==> config.mk <==
export PLATFORM = sky130hd
export DESIGN_NAME = uart_cmd_framer
export DESIGN_NICKNAME = d
export VERILOG_FILES = /design/src/rtl/uart_dbg_pkg.sv /design/src/rtl/uart_idle_timer.sv /design/src/rtl/uart_cmd_framer.sv
export SDC_FILE = /design/constraint.sdc
export NUM_CORES = 1
export LEC_CHECK = 0
export ABC_AREA = 0
export ABC_CLOCK_PERIOD_IN_PS = 1650
export CORE_ASPECT_RATIO = 2
export CORE_MARGIN = 3
export CORE_UTILIZATION = 40
export CTS_BUF_LIST = sky130_fd_sc_hd__clkbuf_2
export CTS_CLUSTER_DIAMETER = 100
export DETAILED_ROUTE_END_ITERATION = 7
export DONT_BUFFER_PORTS = 1
export PLACE_DENSITY = 0.56
export SETUP_SLACK_MARGIN = 0.05
export SYNTH_ARGS = -nofsm -noshare
export SYNTH_HDL_FRONTEND = slang
export SYNTH_SLANG_ARGS = --single-unit
==> constraint.sdc <==
create_clock -name i_Clock -period 1.65 [get_ports i_Clock]
set_input_delay 0.2475 -clock i_Clock [delete_from_list [all_inputs] [get_ports i_Clock]]
set_output_delay 0.2475 -clock i_Clock [all_outputs]
set_load 0.005 [all_outputs]
==> src/rtl/uart_dbg_pkg.sv <==
// uart_dbg_pkg: shared types for the UART debug command path.
//   - op_class_e : opcode class, encoded exactly as op[7:6]
//   - err_code_e : error codes reported on o_Err_Code
//   - framer_state_e : command framer FSM states
//   - cmd_frame_t : assembled command (opcode, address, data)
//   - PAYLOAD_BYTES : bytes per address or data payload word
package uart_dbg_pkg;

  localparam int PAYLOAD_BYTES = 4;

  typedef enum logic [1:0] {
    CLS_NONE      = 2'd0,
    CLS_ADDR      = 2'd1,
    CLS_ADDR_DATA = 2'd2,
    CLS_BAD       = 2'd3
  } op_class_e;

  typedef enum logic [1:0] {
    ERR_NONE    = 2'd0,
    ERR_OPCODE  = 2'd1,
    ERR_TIMEOUT = 2'd2,
    ERR_OVERRUN = 2'd3
  } err_code_e;

  typedef enum logic [1:0] {
    ST_IDLE = 2'd0,
    ST_ADDR = 2'd1,
    ST_DATA = 2'd2,
    ST_HOLD = 2'd3
  } framer_state_e;

  typedef struct packed {
    logic [7:0]  op;
    logic [31:0] addr;
    logic [31:0] data;
  } cmd_frame_t;

  // Class lives in the top two opcode bits.
  function automatic op_class_e op_class(input logic [7:0] op);
    return op_class_e'(op[7:6]);
  endfunction

endpackage

==> src/rtl/uart_idle_timer.sv <==
// uart_idle_timer: inter-byte inactivity timer (down-counter).
//   i_Clock     system clock
//   i_Reset_n   async active-low reset
//   i_Clear     reload to a full interval (a byte was accepted / not timing)
//   i_Enable    count this cycle
//   o_Expire    high in the cycle the interval has fully elapsed while enabled
// The count is reloaded with TIMEOUT_CLKS-1 and expires when it sits at 0
// with enable high, i.e. on the TIMEOUT_CLKS-th enabled cycle after a clear.
module uart_idle_timer #(
  parameter int unsigned TIMEOUT_CLKS = 520830
) (
  input  logic i_Clock,
  input  logic i_Reset_n,
  input  logic i_Clear,
  input  logic i_Enable,
  output logic o_Expire
);

  localparam int CW = $clog2(TIMEOUT_CLKS + 1);
  localparam logic [CW-1:0] LOAD = CW'(TIMEOUT_CLKS - 1);

  logic [CW-1:0] cnt;

  // Reset loads the full interval: "no time elapsed" for a down-counter.
  always_ff @(posedge i_Clock or negedge i_Reset_n) begin
    if (!i_Reset_n)                   cnt <= LOAD;
    else if (i_Clear)                 cnt <= LOAD;
    else if (i_Enable && cnt != '0)   cnt <= cnt - CW'(1);
  end

  assign o_Expire = i_Enable && (cnt == '0);

endmodule

==> src/rtl/uart_cmd_framer.sv <==
// uart_cmd_framer: assembles UART receive bytes into debugger command frames
// (opcode + 0/4/8 big-endian payload bytes) and offers them on valid/ready.
//   i_Clock, i_Reset_n      clock, async active-low reset
//   i_Rx_DV, i_Rx_Byte      one-cycle byte strobe from the UART receiver
//   i_Cmd_Ready             executor accepts the pending frame
//   o_Cmd_Valid/Op/Addr/Data  frame out, held stable until accepted
//   o_Busy                  frame in progress or pending
//   o_Err_Pulse/o_Err_Code  1 = bad opcode, 2 = timeout, 3 = overrun
// Build option: define UART_CMD_FRAMER_TIMEOUT_EN to add the inter-byte
// timeout (uart_idle_timer, error code 2). Without it partial frames wait
// indefinitely and TIMEOUT_CLKS has no effect.
module uart_cmd_framer
  import uart_dbg_pkg::*;
#(
  parameter int unsigned TIMEOUT_CLKS = 520830
) (
  input  logic        i_Clock,
  input  logic        i_Reset_n,
  input  logic        i_Rx_DV,
  input  logic [7:0]  i_Rx_Byte,
  input  logic        i_Cmd_Ready,
  output logic        o_Cmd_Valid,
  output logic [7:0]  o_Cmd_Op,
  output logic [31:0] o_Cmd_Addr,
  output logic [31:0] o_Cmd_Data,
  output logic        o_Busy,
  output logic        o_Err_Pulse,
  output logic [1:0]  o_Err_Code
);

  localparam logic [1:0] LAST_BYTE = 2'(PAYLOAD_BYTES - 1);

  if (TIMEOUT_CLKS == 0) begin : g_bad_timeout
    $error("uart_cmd_framer: TIMEOUT_CLKS must be at least 1");
  end

  framer_state_e state, nxt_state;
  logic [1:0]    byte_cnt, nxt_cnt;
  cmd_frame_t    cmd, nxt_cmd;
  logic          err_pulse, nxt_err_pulse;
  err_code_e     err_code, nxt_err_code;
  logic          in_payload, timeout, start_op;

  assign in_payload = (state == ST_ADDR) || (state == ST_DATA);

`ifdef UART_CMD_FRAMER_TIMEOUT_EN
  logic tmr_expire;

  // Any strobe reloads the timer; outside the payload states it stays loaded.
  uart_idle_timer #(.TIMEOUT_CLKS(TIMEOUT_CLKS)) u_idle_timer (
    .i_Clock   (i_Clock),
    .i_Reset_n (i_Reset_n),
    .i_Clear   (i_Rx_DV || !in_payload),
    .i_Enable  (in_payload),
    .o_Expire  (tmr_expire)
  );

  // A byte landing in the expiry cycle wins over the timeout.
  assign timeout = tmr_expire && !i_Rx_DV;
`else
  assign timeout = 1'b0;
`endif

  always_comb begin
    nxt_state     = state;
    nxt_cnt       = byte_cnt;
    nxt_cmd       = cmd;
    nxt_err_pulse = 1'b0;
    nxt_err_code  = err_code;
    start_op      = 1'b0;

    case (state)
      ST_IDLE: start_op = i_Rx_DV;
      ST_ADDR: begin
        if (i_Rx_DV) begin
          nxt_cmd.addr = {cmd.addr[23:0], i_Rx_Byte};
          nxt_cnt      = byte_cnt + 2'd1;
          if (byte_cnt == LAST_BYTE)
            nxt_state = (op_class(cmd.op) == CLS_ADDR_DATA) ? ST_DATA : ST_HOLD;
        end else if (timeout) begin
          nxt_state     = ST_IDLE;
          nxt_cnt       = '0;
          nxt_err_pulse = 1'b1;
          nxt_err_code  = ERR_TIMEOUT;
        end
      end
      ST_DATA: begin
        if (i_Rx_DV) begin
          nxt_cmd.data = {cmd.data[23:0], i_Rx_Byte};
          nxt_cnt      = byte_cnt + 2'd1;
          if (byte_cnt == LAST_BYTE) nxt_state = ST_HOLD;
        end else if (timeout) begin
          nxt_state     = ST_IDLE;
          nxt_cnt       = '0;
          nxt_err_pulse = 1'b1;
          nxt_err_code  = ERR_TIMEOUT;
        end
      end
      ST_HOLD: begin
        if (i_Cmd_Ready) begin
          nxt_state = ST_IDLE;
          // A byte in the handshake cycle is the next opcode, not an overrun.
          start_op  = i_Rx_DV;
        end else if (i_Rx_DV) begin
          nxt_err_pulse = 1'b1;
          nxt_err_code  = ERR_OVERRUN;
        end
      end
      default: nxt_state = ST_IDLE;
    endcase

    if (start_op) begin
      nxt_cmd = '{op: i_Rx_Byte, addr: '0, data: '0};
      nxt_cnt = '0;
      case (op_class(i_Rx_Byte))
        CLS_NONE: nxt_state = ST_HOLD;
        CLS_BAD: begin
          nxt_state     = ST_IDLE;
          nxt_err_pulse = 1'b1;
          nxt_err_code  = ERR_OPCODE;
        end
        default:  nxt_state = ST_ADDR;
      endcase
    end
  end

  always_ff @(posedge i_Clock or negedge i_Reset_n) begin
    if (!i_Reset_n) begin
      state     <= ST_IDLE;
      byte_cnt  <= '0;
      cmd       <= '0;
      err_pulse <= 1'b0;
      err_code  <= ERR_NONE;
    end else begin
      state     <= nxt_state;
      byte_cnt  <= nxt_cnt;
      cmd       <= nxt_cmd;
      err_pulse <= nxt_err_pulse;
      err_code  <= nxt_err_code;
    end
  end

  assign o_Cmd_Valid = (state == ST_HOLD);
  assign o_Busy      = (state != ST_IDLE);
  assign o_Cmd_Op    = cmd.op;
  assign o_Cmd_Addr  = cmd.addr;
  assign o_Cmd_Data  = cmd.data;
  assign o_Err_Pulse = err_pulse;
  assign o_Err_Code  = err_code;

endmodule

==> summary.md, run 1 <==
| Metric | Value |
|---|---|
| Crit Reg-Reg Startpoint | `state[0]$_DFFE_PN0P_` |
| CTS Buf Count | `9` |
| PortBufs | `0` |
| P_leak | `1.80 nW` |
| DRC | `0` |
| Total Wirelength | `slightly above 8 mm` |
| Final Hold Vio Count | `79` |
| Final hold slack | `-0.626 ns` |
| Largest net degree at the start of global routing | `80` |
| Crit-path max cell delay | `0.45 ns` |
| Site row count | `45` |
| Routability congestion estimate | `0.821` |
| Area growth from synthesis to layout | `23.6%` |
| Crit path to | `o_Cmd_Op[5]$_DFFE_PN0P_` |
| Layout fillers | `682` |
| Status | `finished with violations` |
| Cell depth of the worst setup path | `7` |
| Final setup fails | `18` |
| Hold buffer count at CTS | `9` |
| Gr usage total | `0.181` |
| Via density | `~5.4` |
| Arr. time, crit path | `2.11 ns` |
| Synthesized area | `3210 sq um` |
| Area of the multi-input gates | `approximately 1300 sq um` |
| FF/Latch Area | `1980 sq um` |
| Crit path from | `state[0]$_DFFE_PN0P_` |
| Synth warn | `0` |
| Worst Path Required | `2.06 ns` |
| Seq cells post-synth | `79` |
| Clock slew at reported path FFs | `0.21 ns` |
| Global-route wire length before repair | `~13 mm` |
| Worst-Margin Slew | `0.328 ns` |
| Fin crit period | `~1.7 ns` |
| Reg2reg end | `o_Cmd_Op[5]$_DFFE_PN0P_` |
| Synthesized netlist cell count | `309` |
| Initial antenna violation count | `0` |
| CTS Sinks | `79` |
| Vias in the first global route | `2333` |
| Crit Path Class | `register to register` |
| Root buf cell | `clkbuf_2` |
| Worst Skew | `0.0249 ns` |
| Core region area | `7710 sq um` |
| Buf/Inv on CP | `3` |
| Post-route ant nets | `0` |
| Num ports | `89` |
| Worst setup margin | `-0.0472 ns` |
| Fin area | `3960 sq um` |
| Clk Latency, worst-skew pair | `0.52 ns` |
| DPL Wire Length | `5.48 mm` |
| Nature of the critical path startpoint | `register` |
| Crit path top cell by count | `buf_12` |
| Die H | `133 um` |
| Initial drt markers | `173` |
| Diodes inserted | `0` |
| Drt wl/cell | `19.1 um` |
| Maximum clock rate | `589 MHz` |
| Die X | `69.3 um` |
| Starting density of the core | `0.416` |
| Worst Reg2Reg Path Length in Cells | `7` |
| Die area | `9190 sq um` |
| Sequential share of the synthesized area | `0.616` |
| CP max-delay cell | `dfrtp_1` |
| Pre-Repair DR Iteration Count | `4` |
| Crit-path leading delay family | `flip-flops` |
| Clk buf depth | `2` |
| RSZ-0062 raised after global routing | `yes` |
| Setup crit end kind | `register` |
| DR vias | `2337` |
| Worst reg-to-reg setup slack | `-0.05 ns` |
| Post-synthesis net count | `326` |
| Htree depth | `3` |
| Mean Syn Cell Area | `10.4 sq um` |
| Placed Area | `between 3000 and 4000 sq um` |
| Crit path max fanout | `11` |
| Sum Neg Setup Slack | `-0.275 ns` |
| CTS tree | `built` |
| Max-Cap Viols | `0` |
| Crit-path cells | `inv_2 -> ha_4 -> nand2b_4 -> a21oi_4 -> buf_12 -> buf_12 -> mux2_4` |
| Nets | `356` |
| Final Max Tran Viols | `0` |
| Max VDD drop | `1.13 mV` |
| Min-Delay Path Class | `primary input to asynchronous set/reset pin` |
| Synth cell types | `26` |
| Failing checks | `negative hold slack, negative setup slack` |
| Period utilization | `1.03` |
| Total gr overflow | `0` |
| Share of post-route cells with drive strength above 1 | `0.202` |
| PD cells | `approximately 1900 nW/um^2` |
| Max_slew headroom | `0.781` |
==> synth_stat cells, drive strengths merged <==
library cell,count,area share
buf,15,0.025
a32o,1,0.0031
a32oi,1,0.0027
a211o,2,0.0055
and4b,1,0.0031
inv,3,0.0035
o21ba,1,0.0031
o21ai,4,0.0062
nor2,4,0.0062
dfrtp,79,0.62
and3b,1,0.0027
a22o,17,0.046
ha,5,0.020
a221oi,1,0.0047
o21bai,2,0.0047
and2,3,0.0059
nand2,104,0.12
a21oi,50,0.079
o21a,1,0.0023
nand2b,3,0.0059
clkbuf,3,0.0035
mux2,8,0.028
==> through the flow <==
stage | cells | utilization | setup WS (ns) | total power [W]
floorplan | 309 | - | 0.0555 | 0.00480
global route | 436 | 0.514 | -0.0817 | 0.00784
detailed placement | 409 | 0.454 | -0.140 | 0.00569
CTS | 433 | 0.492 | -0.0162 | 0.00712
finish | 436 | 0.514 | -0.0472 | 0.00736
global placement | 409 | 0.454 | -0.100 | 0.00562
==> flip-flops by register name (all words and copies together) (netlist names) <==
signal       cells
byte_cnt         2
o_Cmd_Addr      32
o_Cmd_Data      32
o_Cmd_Op         8
o_Err_Code       2
o_Err_Pulse      1
state            2
==> final cells by class <==
class,count,area share
repair buffers,37,0.114
clock inverters,5,0.0249
well taps,94,0.0297
flip-flops and latches,79,0.499
inverters,3,0.00347
multi-input cells,209,0.318
clock buffers,9,0.0114
==> metal layers <==
| layer | vias to the layer above | routed length, um | share of wire | track usage |
|---|---|---|---|---|
| met3 | 21 | 583 | 0.070 | 0.0662 |
| met5 | - | 0 | 0 | 0 |
| li1 | 1103 | - | - | - |
| met1 | 1127 | 3050 | 0.37 | 0.199 |
| met2 | 86 | 4410 | 0.53 | 0.296 |
| met4 | 0 | 267 | 0.032 | 0.104 |
==> what timing repair did <==
item                       CTS  global route
pin swaps                    0             2
resized for setup           13            22
gates cloned                 0             3
setup buffers                1             0
setup endpoints to repair   71            77
hold endpoints to repair   108            79
==> power by group <==
| part | total, W | switching, W | internal, W |
|---|---|---|---|
| Combinational | 0.00264 | 0.00123 | 0.00141 |
| Sequential | 0.00346 | 0.000777 | 0.00268 |
| Clock | 0.00126 | 0.000631 | 0.000630 |
| Total | 0.00736 | 0.00263 | 0.00472 |
==> placed cells by master (no fill, tap or decap), types with 3 or more instances in the layout <==
cell | synthesis | layout
dfrtp_1 | 79 | 79
clkbuf_16 | 0 | 3
buf_4 | 0 | 15
nand2_1 | 104 | 102
a22o_1 | 17 | 17
buf_6 | 1 | 3
bufinv_16 | 0 | 3
buf_12 | 0 | 7
a21oi_1 | 49 | 47
ha_4 | 0 | 3
dlygate4sd3_1 | 0 | 9
clkbuf_2 | 0 | 9
mux2_4 | 0 | 7
==> logic make-up (layout without fill, tap and decap cells) <==
| logic type | after synthesis | in the layout | synth area share |
|---|---|---|---|
| AND/OR/NAND/NOR | 116 | 116 | 0.146 |
| buffers and inverters | 21 | 54 | 0.0324 |
| AO/OA/AOI/OAI | 80 | 80 | 0.158 |
| multiplexers | 8 | 8 | 0.0281 |
| flip-flops | 79 | 79 | 0.616 |
| adder cells (fa/ha/maj) | 5 | 5 | 0.0195 |
==> worst min path at each step <==
stage	cells after the start	end	slack, ns
after CTS	0	o_Cmd_Data[8]$_DFFE_PN0P_	-0.69
after floorplan	0	byte_cnt[0]$_DFFE_PN0P_	-0.05
after detailed placement	0	o_Cmd_Op[2]$_DFFE_PN0P_	-0.05
final	0	o_Cmd_Addr[1]$_DFFE_PN0P_	-0.63
after global routing	0	o_Cmd_Addr[17]$_DFFE_PN0P_	-0.68
after global placement	0	o_Cmd_Op[2]$_DFFE_PN0P_	-0.05
Power figures use the tool's default switching activity.
==> inputs of run 2 (changes only) <==
--- a/config.mk
+++ b/config.mk
@@ -7,6 +7,7 @@
 export LEC_CHECK = 0
 export ABC_AREA = 0
 export ABC_CLOCK_PERIOD_IN_PS = 1650
+export CAP_MARGIN = 25
 export CORE_ASPECT_RATIO = 2
 export CORE_MARGIN = 3
 export CORE_UTILIZATION = 40
@@ -16,6 +17,7 @@
 export DONT_BUFFER_PORTS = 1
 export PLACE_DENSITY = 0.56
 export SETUP_SLACK_MARGIN = 0.05
+export SKIP_LAST_GASP = 1
 export SYNTH_ARGS = -nofsm -noshare
 export SYNTH_HDL_FRONTEND = slang
 export SYNTH_SLANG_ARGS = --single-unit
==> run 2 against run 1 <==
Against the previous run: the run still ends with negative hold slack, negative setup slack left; design area shrank 1.1%; clock power is essentially flat; clock skew shrank 0.0070 ns; critical endpoint unchanged.
==> summary.md, run 2 (synthesized netlist as in run 1, its figures left out) <==
| Metric | Value |
|---|---|
| DPL Wire Length | `5.48 mm` |
| Crit-path cells | `inv_2 -> ha_4 -> nand2b_4 -> a21oi_4 -> buf_12 -> buf_12 -> mux2_2` |
| Switch share | `0.358` |
| Vias in the first global route | `2335` |
| Commonest cells after routing, fill and taps aside | `nand2_1 (102), dfrtp_1 (79), a21oi_1 (47), a22o_1 (17), buf_4 (17)` |
| Setup crit end kind | `register` |
| Crit Path Class | `register to register` |
| Final hold slack | `-0.611 ns` |
| Worst Path Required | `2.05 ns` |
| Gr usage total | `0.180` |
| Post-route ant nets | `0` |
| Max_slew headroom | `0.781` |
| Clock slew at reported path FFs | `0.21 ns` |
| Min-Delay Path Class | `primary input to asynchronous set/reset pin` |
| DR vias | `between 2000 and 2500` |
| Total gr overflow | `0` |
| Core region area | `7710 sq um` |
| Nets | `356` |
| Crit-path max cell delay | `0.45 ns` |
| Worst-Margin Slew | `0.329 ns` |
| Site row count | `45` |
| Initial drt markers | `around 200` |
| Share of post-route cells with drive strength above 1 | `0.202` |
| CTS Sinks | `79` |
| CTS Buf Count | `9` |
| Sw Pwr | `0.00259 W` |
| Worst setup margin | `-0.0480 ns` |
| Arr. time, crit path | `about 2.1 ns` |
| PortBufs | `0` |
| Die X | `between 60 and 70 um` |
| Initial antenna violation count | `0` |
| Fin crit period | `1.70 ns` |
| Crit path top cell by count | `buf_12` |
| Largest net degree at the start of global routing | `80` |
| Pre-Repair DR Iteration Count | `4` |
| Final core utilization | `0.508` |
| Maximum clock rate | `589 MHz` |
| PD cells | `approximately 1800 nW/um^2` |
| Most common cell after layout, fill and taps aside | `nand2_1` |
| Area growth from synthesis to layout | `22.2%` |
| Drt wl/cell | `about 19 um` |
| Crit path max fanout | `11` |
| Final Hold Vio Count | `79` |
| Area of the multi-input gates | `around 1200 sq um` |
| Htree depth | `3` |
| Die area | `a little over 9000 sq um` |
| Max VDD drop | `1.03 mV` |
| Die H | `about 130 um` |
| Final setup fails | `13` |
| Num ports | `89` |
| Total Wirelength | `8.22 mm` |
| Combinational Power Share | `0.349` |
| Sequential share of power | `0.476` |
| Period utilization | `1.03` |
| CTS tree | `built` |
| Clk buf depth | `2` |
| RSZ-0062 raised after global routing | `yes` |
| Via density | `5.34` |
| Hold buffer count at CTS | `9` |
| FF/Latch Area | `1980 sq um` |
| P_leak | `1.77 nW` |
| Clock network fraction of design power | `0.174` |
| Clk Latency, worst-skew pair | `0.51 ns` |
| Max-Cap Viols | `0` |
| Sum Neg Setup Slack | `-0.348 ns` |
| Status | `finished with violations` |
| DRC | `0` |
| Layout fillers | `694` |
| Final Max Tran Viols | `0` |
| Global-route wire length before repair | `12.8 mm` |
| Worst Skew | `0.0179 ns` |
| Root buf cell | `clkbuf_2` |
| CP max-delay cell | `dfrtp_1` |
| Starting density of the core | `0.416` |
| Routability congestion estimate | `between 0.8 and 0.9` |
| Failing checks | `negative hold slack, negative setup slack` |
| Cell-internal power | `about 0.0046 W` |
| Nature of the critical path startpoint | `register` |
| Diodes inserted | `0` |
-- run 2: changes by cell type in the layout (fill, tap and decap cells not counted) --
cell / change
mux2_2: +7
mux2_4: -7
ha_2: +1
ha_4: -1
buf_6: -2
buf_4: +2
-- run 2: area by class of cell --
type / instances / share of cell area
inverters: 3 / 0.00351
clock inverters: 5 / 0.0252
flip-flops and latches: 79 / 0.504
repair buffers: 37 / 0.113
well taps: 94 / 0.0300
multi-input cells: 209 / 0.312
clock buffers: 9 / 0.0115
-- run 2: worst paths after layout --
path,end,slack [ns],from,cells past startpoint
worst max-delay path,o_Cmd_Op[5]$_DFFE_PN0P_,-0.05,state[0]$_DFFE_PN0P_,7
worst min-delay path,o_Cmd_Op[1]$_DFFE_PN0P_,-0.61,i_Reset_n,0
worst max register to register,o_Cmd_Op[5]$_DFFE_PN0P_,-0.05,state[0]$_DFFE_PN0P_,7
worst min register to register,byte_cnt[0]$_DFFE_PN0P_,0.52,byte_cnt[0]$_DFFE_PN0P_,1
max in group asynchronous,state[0]$_DFFE_PN0P_,2.11,i_Reset_n,0
min in group i_Clock,byte_cnt[0]$_DFFE_PN0P_,0.08,i_Cmd_Ready,4
-- run 2: critical path: cells and delay by family (launching register included) --
family                     cells  cell delay, ns
buffers and inverters          3            0.36
AOI/OAI and AO/OA              1            0.14
DFF                            1            0.45
adders and majority gates      1            0.20
muxes                          1            0.32
and+or+nand+nor                1            0.14
-- run 2: per-layer routing --
metal,global-route usage,up-vias,routed length [um]
met1,0.198,1116,2970
li1,-,1102,-
met4,0.102,0,295
met5,0,-,0
met3,0.0662,18,568
met2,0.296,91,4380
-- run 2: power by group through the flow --
stage               combinational [W]  clock, W  sequential, W
detailed placement            0.00216         0        0.00353
global route                  0.00280   0.00137        0.00356
CTS                           0.00230   0.00131        0.00349
finish                        0.00253   0.00126        0.00345
floorplan                     0.00155         0        0.00325
global placement              0.00211         0        0.00350
-- run 2: metrics by stage --
step / total power [W] / instance area (sq um) / worst slack [ns] / hold WS [ns] / instances
floorplan: 0.00480 / 3240 / 0.0555 / -0.0481 / 309
global placement: 0.00562 / 3500 / -0.100 / -0.0458 / 409
detailed placement: 0.00569 / 3500 / -0.140 / -0.0459 / 409
CTS: 0.00710 / 3790 / -0.0330 / -0.688 / 433
global route: 0.00773 / 3920 / -0.0991 / -0.681 / 436
finish: 0.00724 / 3920 / -0.0480 / -0.611 / 436
-- run 2: what timing repair did --
action / CTS / global route
resized for setup: 11 / 14
cloned: 0 / 3
buffers inserted: 1 / 0
hold endpoints to repair: 108 / 79
endpoints found under the setup margin: 71 / 77
pin swaps: 0 / 2
